<file path="config.mk">
export PLATFORM = sky130hd
export DESIGN_NAME = vector_seq
export DESIGN_NICKNAME = d
export VERILOG_FILES = /design/src/rtl/vec_pkg.sv /design/src/rtl/edge_latch.sv /design/src/rtl/vector_seq.sv
export SDC_FILE = /design/constraint.sdc
export NUM_CORES = 1
export LEC_CHECK = 0
export CORE_MARGIN = 3
export CORE_UTILIZATION = 35
export DETAILED_ROUTE_END_ITERATION = 16
export DONT_BUFFER_PORTS = 1
export PLACE_DENSITY = 0.57
export REMOVE_ABC_BUFFERS = 1
export SYNTH_ARGS = -nofsm -noshare
export SYNTH_HDL_FRONTEND = slang
export SYNTH_SLANG_ARGS = --single-unit
</file>
<file path="constraint.sdc">
create_clock -name clk -period 1.4 [get_ports clk]
set_input_delay 0.35 -clock clk [delete_from_list [all_inputs] [get_ports clk]]
set_output_delay 0.35 -clock clk [all_outputs]
set_load 0.05 [all_outputs]
</file>
<file path="src/rtl/vec_pkg.sv">
// Shared types and constants for the reset/interrupt vector sequencer.
package vec_pkg;

   // Sequencer states: hold after reset, wait for a source, fetch the two vector bytes.
   typedef enum logic [1:0] {
      ST_RST_HOLD = 2'd0,
      ST_IDLE     = 2'd1,
      ST_FETCH_LO = 2'd2,
      ST_FETCH_HI = 2'd3
   } state_e;

   // Source codes as seen on the src port.
   typedef enum logic [1:0] {
      SRC_RESET = 2'd0,
      SRC_NMI   = 2'd1,
      SRC_BRK   = 2'd2,
      SRC_IRQ   = 2'd3
   } src_e;

   localparam logic [15:0] VEC_NMI   = 16'hFFFA;
   localparam logic [15:0] VEC_RESET = 16'hFFFC;
   localparam logic [15:0] VEC_IRQ   = 16'hFFFE;  // shared by BRK and IRQ

   // Low-byte address of the vector belonging to a source.
   function automatic logic [15:0] vec_base(input src_e s);
      case (s)
         SRC_NMI:   vec_base = VEC_NMI;
         SRC_RESET: vec_base = VEC_RESET;
         default:   vec_base = VEC_IRQ;
      endcase
   endfunction

endpackage

</file>
<file path="src/rtl/edge_latch.sv">
// Rising-edge detector with a sticky pending flag. A new edge wins over a
// same-cycle clear so that no edge is ever lost. The previous-sample register
// resets to 1 so a line already high when reset releases is not seen as an edge.
module edge_latch (
   input  logic clk,
   input  logic rst_n,
   input  logic sig,
   input  logic clr,
   output logic pend
);

   logic prev_q;
   logic pend_q, pend_d;

   // Set on a 0->1 transition, otherwise hold until cleared.
   always_comb begin
      pend_d = (sig & ~prev_q) | (pend_q & ~clr);
   end

   // Sample history and pending flag.
   always_ff @(posedge clk or negedge rst_n) begin
      if (!rst_n) begin
         prev_q <= 1'b1;
         pend_q <= 1'b0;
      end else begin
         prev_q <= sig;
         pend_q <= pend_d;
      end
   end

   assign pend = pend_q;

endmodule

</file>
<file path="src/rtl/vector_seq.sv">
// Reset/NMI/BRK/IRQ vector sequencer. Picks a source at an instruction
// boundary and fetches the two vector bytes into the PC.
//
// Memory handshake: while in a fetch state the sequencer holds mem_rd=1 and a
// stable mem_addr; a byte is taken in the same cycle mem_ready=1 is seen with
// mem_rd=1 (mem_rdata is then valid), and there is no bound on how long
// mem_ready may stay low. pc_data is mem_rdata passed straight through.
module vector_seq
   import vec_pkg::*;
(
   input  logic        clk,
   input  logic        rst_n,
   input  logic        nmi,
   input  logic        irq,
   input  logic        irq_mask,
   input  logic        brk_req,
   input  logic        boundary,
   input  logic [7:0]  mem_rdata,
   input  logic        mem_ready,
   output logic [15:0] mem_addr,
   output logic        mem_rd,
   output logic        load_pc_l,
   output logic        load_pc_h,
   output logic [7:0]  pc_data,
   output logic        busy,
   output logic [1:0]  src,
   output logic        done,
   output logic        set_i
);

   state_e state_q, state_d;
   src_e   src_q, src_d;
   logic   brk_pend_q, brk_pend_d;

   logic nmi_pend, nmi_clr;
   logic irq_live, dispatch, brk_take;
   logic fetch_lo, fetch_hi;

   edge_latch u_nmi_edge (
      .clk   (clk),
      .rst_n (rst_n),
      .sig   (nmi),
      .clr   (nmi_clr),
      .pend  (nmi_pend)
   );

   // IRQ is a live level, never remembered.
   assign irq_live = irq & ~irq_mask;
   assign dispatch = (state_q == ST_IDLE) & boundary & (nmi_pend | brk_pend_q | irq_live);
   assign nmi_clr  = dispatch & nmi_pend;
   assign brk_take = dispatch & ~nmi_pend & brk_pend_q;

   // Next state and source selection; priority NMI > BRK > IRQ.
   always_comb begin
      state_d = state_q;
      src_d   = src_q;
      case (state_q)
         ST_RST_HOLD: begin
            state_d = ST_FETCH_LO;
            src_d   = SRC_RESET;
         end
         ST_IDLE: begin
            if (dispatch) begin
               state_d = ST_FETCH_LO;
               if (nmi_pend)        src_d = SRC_NMI;
               else if (brk_pend_q) src_d = SRC_BRK;
               else                 src_d = SRC_IRQ;
            end
         end
         ST_FETCH_LO: if (mem_ready) state_d = ST_FETCH_HI;
         ST_FETCH_HI: if (mem_ready) state_d = ST_IDLE;
         default:     state_d = ST_RST_HOLD;
      endcase
   end

   // A new BRK request wins over a same-cycle clear.
   always_comb begin
      brk_pend_d = brk_req | (brk_pend_q & ~brk_take);
   end

   // State, latched source and BRK pending flag.
   always_ff @(posedge clk or negedge rst_n) begin
      if (!rst_n) begin
         state_q    <= ST_RST_HOLD;
         src_q      <= SRC_RESET;
         brk_pend_q <= 1'b0;
      end else begin
         state_q    <= state_d;
         src_q      <= src_d;
         brk_pend_q <= brk_pend_d;
      end
   end

   assign fetch_lo = (state_q == ST_FETCH_LO);
   assign fetch_hi = (state_q == ST_FETCH_HI);

   assign mem_addr  = vec_base(src_q) + {15'd0, fetch_hi};
   assign mem_rd    = fetch_lo | fetch_hi;
   assign load_pc_l = fetch_lo & mem_ready;
   assign load_pc_h = fetch_hi & mem_ready;
   assign done      = load_pc_h;
   assign set_i     = load_pc_h;
   assign busy      = (state_q != ST_IDLE);
   assign pc_data   = mem_rdata;
   assign src       = src_q;

endmodule

</file>
Word level (Yosys, flattened, before mapping):

Index checks and enable logic that the tools add are counted.
Widths: inputs -> output; s select.

* flip-flop bits (word level): 7
* output and inout port bits: 32
* logic and storage cells: 49

* $add $sub $neg: 1
* equality and inequality tests: 8
* muxes and demuxes: 9
* bitwise operators: 21
* reductions and logical operators: 5

Operator list (number)
* $add 16x1->16: 1
* $and 1x1->1: 11
* $mux 2: 5
* $pmux 2 s4: 1
* $ne 2x2->1 const B: 3
* $pmux 3 s2: 1
* $not 1->1: 5
* $or 1x1->1: 5
* $eq 2x1->1 const B: 2
* $eq 2x2->1 const B: 2
* $logic_not 2->1: 2
* $pmux 2 s2: 1
* $reduce_and 3->1: 1
* $ne 2x1->1 const B: 1
* $reduce_and 2->1: 1
* $reduce_bool 2->1: 1
* $mux 1: 1

Logic depth before layout (Yosys ltp):

Gate-level depths: netlist of run 1.

* depth in word-level cells: 9
* gate-level depth with buffers: 3
* gate-level depth less buffers: 3

Cells and area by module:

From an unflattened synthesis of run 1, not the netlist that was laid out.

* cell total of the unflattened synthesis: 63
* area total of the unflattened synthesis: 543.0 sq um

By module, submodules not included
* vector_seq: instances 1, cells each 58, area an instance 471.7 sq um, seq. area each 125.1 sq um
* edge_latch: instances 1, cells each 5, area an instance 71.3 sq um, seq. area each 51.3 sq um

Worst setup path after synthesis of run 1:

OpenSTA, ideal clock, no wires.

* path type: register to output
* start point: reg state_q[1]
* end point: out load_pc_h
* data arrival time: 1569 ps
* data required time: 1050 ps
* path slack: -519 ps
* cell stages (with the launch flop): 4
* buffers on the path: 1
* cells stage by stage: dfrtp_1 -> nand2_1 -> nor2_1 -> buf_4

* word-level cells in the longest chain between the ends: 2

Ends and longest elaborated chain
* start: declaration: line vector_seq.sv:31 `state_e state_q, state_d;`
* start signal: assignment: line vector_seq.sv:88 `state_q <= state_d;`
* $eq 2x2->1: line vector_seq.sv:95 `assign fetch_hi = (state_q == ST_FETCH_HI);`
* $and 1x1->1: line vector_seq.sv:100 `assign load_pc_h = fetch_hi & mem_ready;`
* end: declaration: line vector_seq.sv:23 `output logic load_pc_h,`

No other way between the ends.

Worst setup path in the final report of run 1:

* start point: reg state_q[1]
* end point: out busy

* word-level cells in the longest chain between the ends: 1

Ends and longest elaborated chain
* $ne 2x1->1: line vector_seq.sv:103 `assign busy = (state_q != ST_IDLE);`
* end: declaration: line vector_seq.sv:25 `output logic busy,`

No other way between the ends.

==> summary.txt, run 1 <==
Outcome
  • Status: complete, but fails checks
  • Violated checks: negative setup slack

Setup path
  • Startpoint Class: register
  • Arrival @ worst endpoint: roughly 1100 ps
  • Endpoint type of the worst setup path: output pin
  • Critical-path cell list: and2b_1, inv_2, buf_12
  • Slowest stage cell on the critical path: dfrtp_1
  • Crit-path max cell delay: 410 ps
  • Required @ worst endpoint: 1050 ps
  • Launching point of the worst reg2reg path: state_q[1]
  • CP Class: reg -> out
  • Critical path origin: state_q[1]
  • Maximum fanout along the worst path: 4
  • Flop-to-flop setup slack: 210 ps

Finish
  • Area growth syn-to-layout: 16.4%
  • # fillers: 144
  • ANT cells: 0
  • Layout cells sized above 1: 35.3%
  • Storage cell area: 176 sq um
  • Layout Nets: 85
  • Multi-input logic area: between 200 and 250 sq um
  • Layout Cells excl Fill: 83

Routing
  • Vias per cell: 4.60
  • Final wirelength: 1030 microns
  • Final ANT Viol Nets: 0
  • Via count: about 380
  • Drt first pass iters: 3
  • Initial DRC count: 3
  • Drt wl/cell: 12.4 microns
  • # DRC: 0

Die
  • Starting density of the core: 39.0%
  • DIE AREA: 2030 sq um
  • Row Count: 13
  • Core Area: 1370 sq um
  • Die H: 45.0 microns
  • Die width: 45.0 microns
  • I/O pin count: 48

STA
  • Fmax: approximately 690 MHz
  • Hold slack final: 90.9 ps
  • Post-route clock period utilization: 104%
  • Layout Skew: 6.73 ps
  • Worst Setup Slack, final: -51.4 ps
  • Slew Viols, Final: 0
  • Unrepaired setup endpoints after global routing: true
  • Final setup fails: 4
  • Tmin final: 1450 ps
  • Setup tns final: -160 ps
  • Final hold vios: 0

CTS
  • Root buffer cell: clkbuf_4
  • H-tree Lvls: 1
  • CTS buffer count: 3
  • Worst-Skew Late Latency: 260 ps
  • TritonCTS clock tree: yes
  • Clk slew on worst S/H paths: 60 ps
  • Clk sink count: 7
  • Max Root-Sink Buffers: 2

Power
  • Total power: 1.94 mW
  • Power per Cell Area: ~3100 nW/um^2
  • Worst VDD drop: 1.51 mV
  • Leakage power: 0.301 nW

Placement
  • Gpl congestion: around 0.67
  • Setup WS pre-CTS: 198 ps
  • IO buf count: 0
  • Inst Count DP: 73
  • DP HPWL: between 700 and 800 microns

Hold path
  • Hold Crit Class: in -> reg
  • Hold Crit Start: nmi

GRT
  • Global-route wire length before repair: 1410 microns
  • Number of global-route vias before repair: 336
  • Global route total overflow: 0
  • Largest net degree at the start of global routing: 8
  • Total Routing Usage GR: around a tenth
  • Initial antenna violation count: 0

Synthesis
  • Cell Area, Synth: between 500 and 600 sq um
  • Yosys warning total: 0
  • FF+latch count, synth: 7
  • Ys async rst share: 100%
  • Post-synth EDFFs: 0
  • Post-synth cell types: 25
  • Top FF cell, synth: dfrtp_1
  • Synthesized area per cell: 8.60 sq um
  • Post-Synthesis Cells: 62
  • Sequential share of the synthesized area: 33.1%

Run
  • Max Cap Viol: 0
## final cells by class
type,instances,area share (%)
Clock buffer,4,4.23
Inverter,3,1.81
Multi-Input combinational cell,39,35.3
Sequential cell,7,28.4
Tap cell,15,3.02
Timing Repair Buffer,15,27.2
## layer usage
| metal | track usage, % | routed length [microns] | vias to the layer above |
|---|---|---|---|
| met4 | 7.02 | 17 | 0 |
| li1 | - | - | 176 |
| met5 | 0 | 0 | - |
| met1 | 11.9 | 363 | 165 |
| met3 | 7.57 | 191 | 2 |
| met2 | 12.1 | 454 | 39 |
## critical path: cells and delay by family (launching register included)
family,cells,cell delay [ps]
simple gates,1,240
buf+inv,2,190
flops,1,410
## path summary, 6_finish.rpt
kind | depth (start not counted) | end
max | 3 | busy
min | 0 | u_nmi_edge.prev_q
max reg2reg | 4 | brk_pend_q
min reg2reg | 1 | brk_pend_q
max in group asynchronous | 1 | u_nmi_edge.prev_q
min in group asynchronous | 1 | src[1]
## what timing repair did
item	in CTS	in global routing
buffers inserted	2	3
endpoints found under the hold margin	7	0
endpoints found under the setup margin	6	8
resized for setup	5	0
hold buffers	1	0
## synthesized netlist by cell type (3+ instances only)
master	instances	area, sq um
inv_1	3	11.3
nand2_1	6	22.5
nor2_1	3	11.3
buf_4	24	180
dfrtp_1	6	150
## cells in the final DEF, fill, tap and decap left out
| cell | netlist | final |
|---|---|---|
| dfrtp_1 | 6 | 6 |
| nor2b_1 | 1 | 1 |
| a21oi_1 | 1 | 1 |
| buf_12 | 0 | 4 |
| and2_1 | 1 | 1 |
| and2b_1 | 1 | 1 |
| nand2_2 | 0 | 1 |
| inv_1 | 3 | 1 |
| nor2_1 | 3 | 2 |
| buf_4 | 24 | 9 |
| or2b_1 | 1 | 1 |
| dfstp_2 | 1 | 1 |
| dlygate4sd3_1 | 0 | 1 |
| conb_1 | 1 | 13 |
| o21a_1 | 1 | 1 |
| buf_6 | 0 | 1 |
| nor2_4 | 0 | 1 |
| inv_2 | 0 | 2 |
| a22o_1 | 1 | 1 |
| nand2b_1 | 1 | 1 |
| nand3b_1 | 1 | 1 |
| o221ai_1 | 1 | 1 |
| clkbuf_4 | 0 | 3 |
| a21o_1 | 1 | 1 |
| o21ai_1 | 1 | 1 |
| clkbuf_1 | 1 | 1 |
| o211ai_1 | 1 | 1 |
| o2111ai_1 | 1 | 1 |
| a2bb2oi_1 | 1 | 1 |
| nand2_1 | 6 | 5 |
| or2_4 | 1 | 2 |
## flip-flops by register name, summed over array words and instances, names as in the netlist
register	cells
brk_pend_q	1
src	2
state_q	2
u_nmi_edge.pend	1
u_nmi_edge.prev_q	1
## stage by stage
| step | instance area [sq um] | utilization (%) |
|---|---|---|
| after floorplan | 394 | - |
| after global placement | 538 | 39.4 |
| after detailed placement | 538 | 39.4 |
| after CTS | 598 | 43.8 |
| after global routing | 621 | 45.4 |
| final | 621 | 45.4 |
## cells by family (layout without fill, tap and decap cells)
group                  Yosys count  in the layout  share of synthesized area, %
AOI/OAI and AO/OA                9              9                          12.7
buffers and inverters           28             22                          36.6
DFF                              7              7                          33.1
other                            1             13                         0.704
and+or+nand+nor                 17             17                          16.9
## power breakdown
group          internal [mW]  leakage, nW  switching [mW]
Sequential             0.280       0.0749          0.0806
Combinational          0.531        0.211           0.855
Clock                  0.109       0.0150          0.0817
Total                  0.920        0.301            1.02
Power figures use the tool's default switching activity.
==> run 2, diff against run 1 <==
--- a/config.mk
+++ b/config.mk
@@ -11,6 +11,7 @@
 export DONT_BUFFER_PORTS = 1
 export PLACE_DENSITY = 0.57
 export REMOVE_ABC_BUFFERS = 1
+export SLEW_MARGIN = 20
 export SYNTH_ARGS = -nofsm -noshare
 export SYNTH_HDL_FRONTEND = slang
 export SYNTH_SLANG_ARGS = --single-unit
==> results of run 2 <==
The final DEF is identical to that of run 1; final timing and power are the same.
==> run 3, diff against run 2 <==
--- a/config.mk
+++ b/config.mk
@@ -14,4 +14,5 @@
 export SLEW_MARGIN = 20
 export SYNTH_ARGS = -nofsm -noshare
 export SYNTH_HDL_FRONTEND = slang
+export SYNTH_HIERARCHICAL = 1
 export SYNTH_SLANG_ARGS = --single-unit
==> run 3 against run 2 <==
The flow still finishes with violations (negative setup slack). Sequential power rose by 8.3%. Via count rose by 1.0%. Cell area rose by 5.2%. Critical path depth did not move. Routed wire length fell by 3.7%. Largest cell class unchanged. Largest power group unchanged.
==> summary.txt, run 3 <==
CTS
  • Max Root-Sink Buffers: 2 (unchanged)
  • Root buffer cell: clkbuf_4
  • Worst-Skew Late Latency: 250 ps (about the same)
  • Clk slew on worst S/H paths: 50 ps (about the same)
  • CTS buffer count: 3 (unchanged)
  • TritonCTS clock tree: yes
  • Clk sink count: 7 (unchanged)
  • H-tree Lvls: 1 (unchanged)

Synthesis
  • Synth top area share: 33.2% (-0.62 points)
  • Ys async rst share: 100% (unchanged)
  • Top FF cell, synth: dfrtp_1
  • FF+latch count, synth: 7 (unchanged)
  • Top cells by count, synth: buf_4 (24), dfrtp_1 (6), nand2_1 (5)
  • Post-Synthesis Cells: 63 (+1.6%)
  • Sequential share of the synthesized area: 32.5% (-0.61 points)
  • Yosys warning total: 6 (+6)
  • Dominant cell type by area after synthesis: buf_4
  • Most common cell in the synthesized netlist: buf_4
  • Top cells by area, synth: buf_4 (33%), dfrtp_1 (28%), dfstp_2 (4.8%)
  • Synthesized area per cell: 8.62 sq um (+0.26%)
  • Post-synth cell types: 25 (unchanged)
  • Post-synth EDFFs: 0 (unchanged)
  • Cell Area, Synth: 543 sq um (+1.9%)

Run
  • Max Cap Viol: 0 (unchanged)

Placement
  • DP HPWL: 754 microns (+0.13%)
  • IO buf count: 0 (unchanged)
  • Gpl congestion: 0.776 (+16%)
  • Setup WS pre-CTS: 96.7 ps (-101 ps)
  • Post-DP Area: 548 sq um (+1.9%)

Setup path
  • Critical path origin: state_q[1]
  • R2R depth: 4 (unchanged)
  • Flop-to-flop setup slack: 240 ps (+30 ps)
  • CP Class: reg -> out
  • Required @ worst endpoint: 1050 ps (about the same)
  • Critical R2R Capture: brk_pend_q
  • Arrival @ worst endpoint: 1070 ps (-30 ps)
  • Endpoint type of the worst setup path: output pin
  • Launching point of the worst reg2reg path: state_q[1]
  • Maximum fanout along the worst path: 5 (+1)
  • Startpoint Class: register
  • Worst Setup EP: set_i

Finish
  • Area growth syn-to-layout: 20.3%
  • Core Util, Final: 47.2% (+1.8 points)
  • Layout Nets: 87 (+2.4%)
  • ANT cells: 0 (unchanged)
  • Multi-input logic area: 238 sq um (+8.6%)
  • Commonest non-fill, non-tap cell in the layout: conb_1
  • Cell area after layout: 653 sq um (+5.2%)
  • Commonest cells after routing, fill and taps aside: conb_1 (13), buf_4 (10), nand2_1 (4), dfrtp_1 (4), buf_12 (4)
  • # fillers: 132 (-8.3%)
  • Layout cells sized above 1: 42.9% (+7.6 points)
  • Storage cell area: 179 sq um (+1.4%)

Power
  • Switching Share: 51.5% (-1.0 points)
  • Cell-internal power: 0.970 mW (+5.5%)
  • Leakage power: 0.320 nW (+6.4%)
  • Sw power: 1.03 mW (+1.3%)
  • Reg power frac: 19.6% (+1.0 points)
  • Logic pwr share: 71.2% (-0.3 points)
  • Worst VDD drop: 1.42 mV (-6.4%)
  • Clock network power share: 9.2% (-0.7 points)
  • Power per Cell Area: 3060 nW/um^2 (-1.9%)
  • Total power: 2.00 mW (+3.3%)

Hold path
  • Hold Crit Start: nmi
  • Hold Crit Class: in -> reg

Outcome
  • Violated checks: negative setup slack
  • Status: complete, but fails checks

Die
  • Starting density of the core: 39.3% (+0.27 points)
  • Die H: 45.4 microns (+0.81%)
  • Row Count: 13 (unchanged)
  • I/O pin count: 48 (unchanged)
  • Core Area: 1380 sq um (+1.2%)
  • DIE AREA: 2060 sq um (+1.6%)
  • Die width: 45.4 microns (+0.81%)

GRT
  • GR Layer Usage met1: 9.07% (-2.9 points)
  • Global route hottest layer: met2
  • Grt met3 use: 10.7% (+3.1 points)
  • Largest net degree at the start of global routing: 8 (unchanged)
  • Global route total overflow: 0 (unchanged)
  • Met2 Track Usage GR: 14.5% (+2.3 points)
  • Number of global-route vias before repair: 333 (-0.89%)
  • Global-route wire length before repair: 1390 microns (-1.5%)
  • Initial antenna violation count: 0 (unchanged)
  • Total Routing Usage GR: 9.71% (-0.35 points)

Routing
  • Final ANT Viol Nets: 0 (unchanged)
  • # DRC: 0 (unchanged)
  • Vias per cell: 4.54 (-1.3%)
  • Drt first pass iters: 4 (+1)
  • Via count: 386 (+1.0%)
  • Initial DRC count: 2 (-1)
  • Final wirelength: 988 microns (-3.7%)
  • Drt wl/cell: 11.6 microns (-6.0%)

STA
  • Worst Setup Slack, final: -21.6 ps (+29.8 ps)
  • Slew Viols, Final: 0 (unchanged)
  • Layout Skew: 3.32 ps (-3.41 ps)
  • Fmax: 703 MHz (+2.1%)
  • Tmin final: 1420 ps (-29.8 ps)
  • Final setup fails: 5 (+1)
  • Final hold vios: 0 (unchanged)
  • Post-route clock period utilization: 102% (-2.1 points)
  • Hold slack final: 96.0 ps (+5.12 ps)
  • Unrepaired setup endpoints after global routing: true
## run 3: changes by cell type after synthesis, sizes merged
| cell | previous run | this run |
|---|---|---|
| and3 | 0 | 1 |
| inv | 3 | 4 |
| o22ai | 0 | 1 |
| a22o | 1 | 0 |
| nor2b | 1 | 2 |
| and2b | 1 | 0 |
| or2b | 1 | 0 |
| nand2b | 1 | 2 |
| nand2 | 6 | 5 |
## run 3: cell type report
class	instances	area share [%]
tap	15	2.87
sequential	7	27.4
clock buffer	4	4.02
multi-input combinational	39	36.4
timing repair buffer	16	27.0
inverter	4	2.30
## run 3: power by group through the flow
stage | Clock (mW) | Sequential, mW | Combinational [mW]
after floorplan | 0 | 0.510 | 0.673
after global placement | 0 | 0.377 | 1.25
after detailed placement | 0 | 0.381 | 1.25
after CTS | 0.189 | 0.383 | 1.36
after global routing | 0.205 | 0.413 | 1.49
final | 0.185 | 0.391 | 1.42
## run 3: stage by stage
| stage | TNS (ps) | instances |
|---|---|---|
| 4_1_cts | -112 | 83 |
| 3_5_place_dp | 0 | 74 |
| 2_1_floorplan | -7610 | 50 |
| 5_1_grt | -355 | 85 |
| 3_3_place_gp | 0 | 74 |
| 6_report | -75.6 | 85 |
## run 3: repair_timing
item | CTS | global route
gates resized for setup | 6 | 3
buffers inserted | 4 | 2
hold buffers | 1 | 0
hold endpoints to repair | 7 | 0
endpoints found under the setup margin | 7 | 9
pin swaps | 0 | 1
## run 3: cells by family after synthesis
family | after synthesis | synth area share [%]
buffers and inverters | 29 | 36.6
AOI/OAI and AO/OA | 9 | 13.1
and+or+nand+nor | 17 | 17.1
DFF | 7 | 32.5
other | 1 | 0.691
## run 3: worst min path at each step
| stage | to | slack [ps] | depth (start not counted) |
|---|---|---|---|
| floorplan | brk_pend_q | 50 | 0 |
| detailed placement | brk_pend_q | 50 | 0 |
| global placement | brk_pend_q | 50 | 0 |
| global route | u_nmi_edge/prev_q | 80 | 0 |
| finish | u_nmi_edge/prev_q | 100 | 0 |
| CTS | u_nmi_edge/prev_q | 90 | 0 |
## run 3: routing by layer
metal	up-vias	routed length (microns)
met1	166	338
met5	-	0
li1	181	-
met3	0	184
met2	39	465
met4	0	0
## run 3: worst max-delay path, cell delays in order (launching register included)
cell and delay (ps):
dfrtp_2 420, nand2_4 80, nor2_4 100, buf_12 220
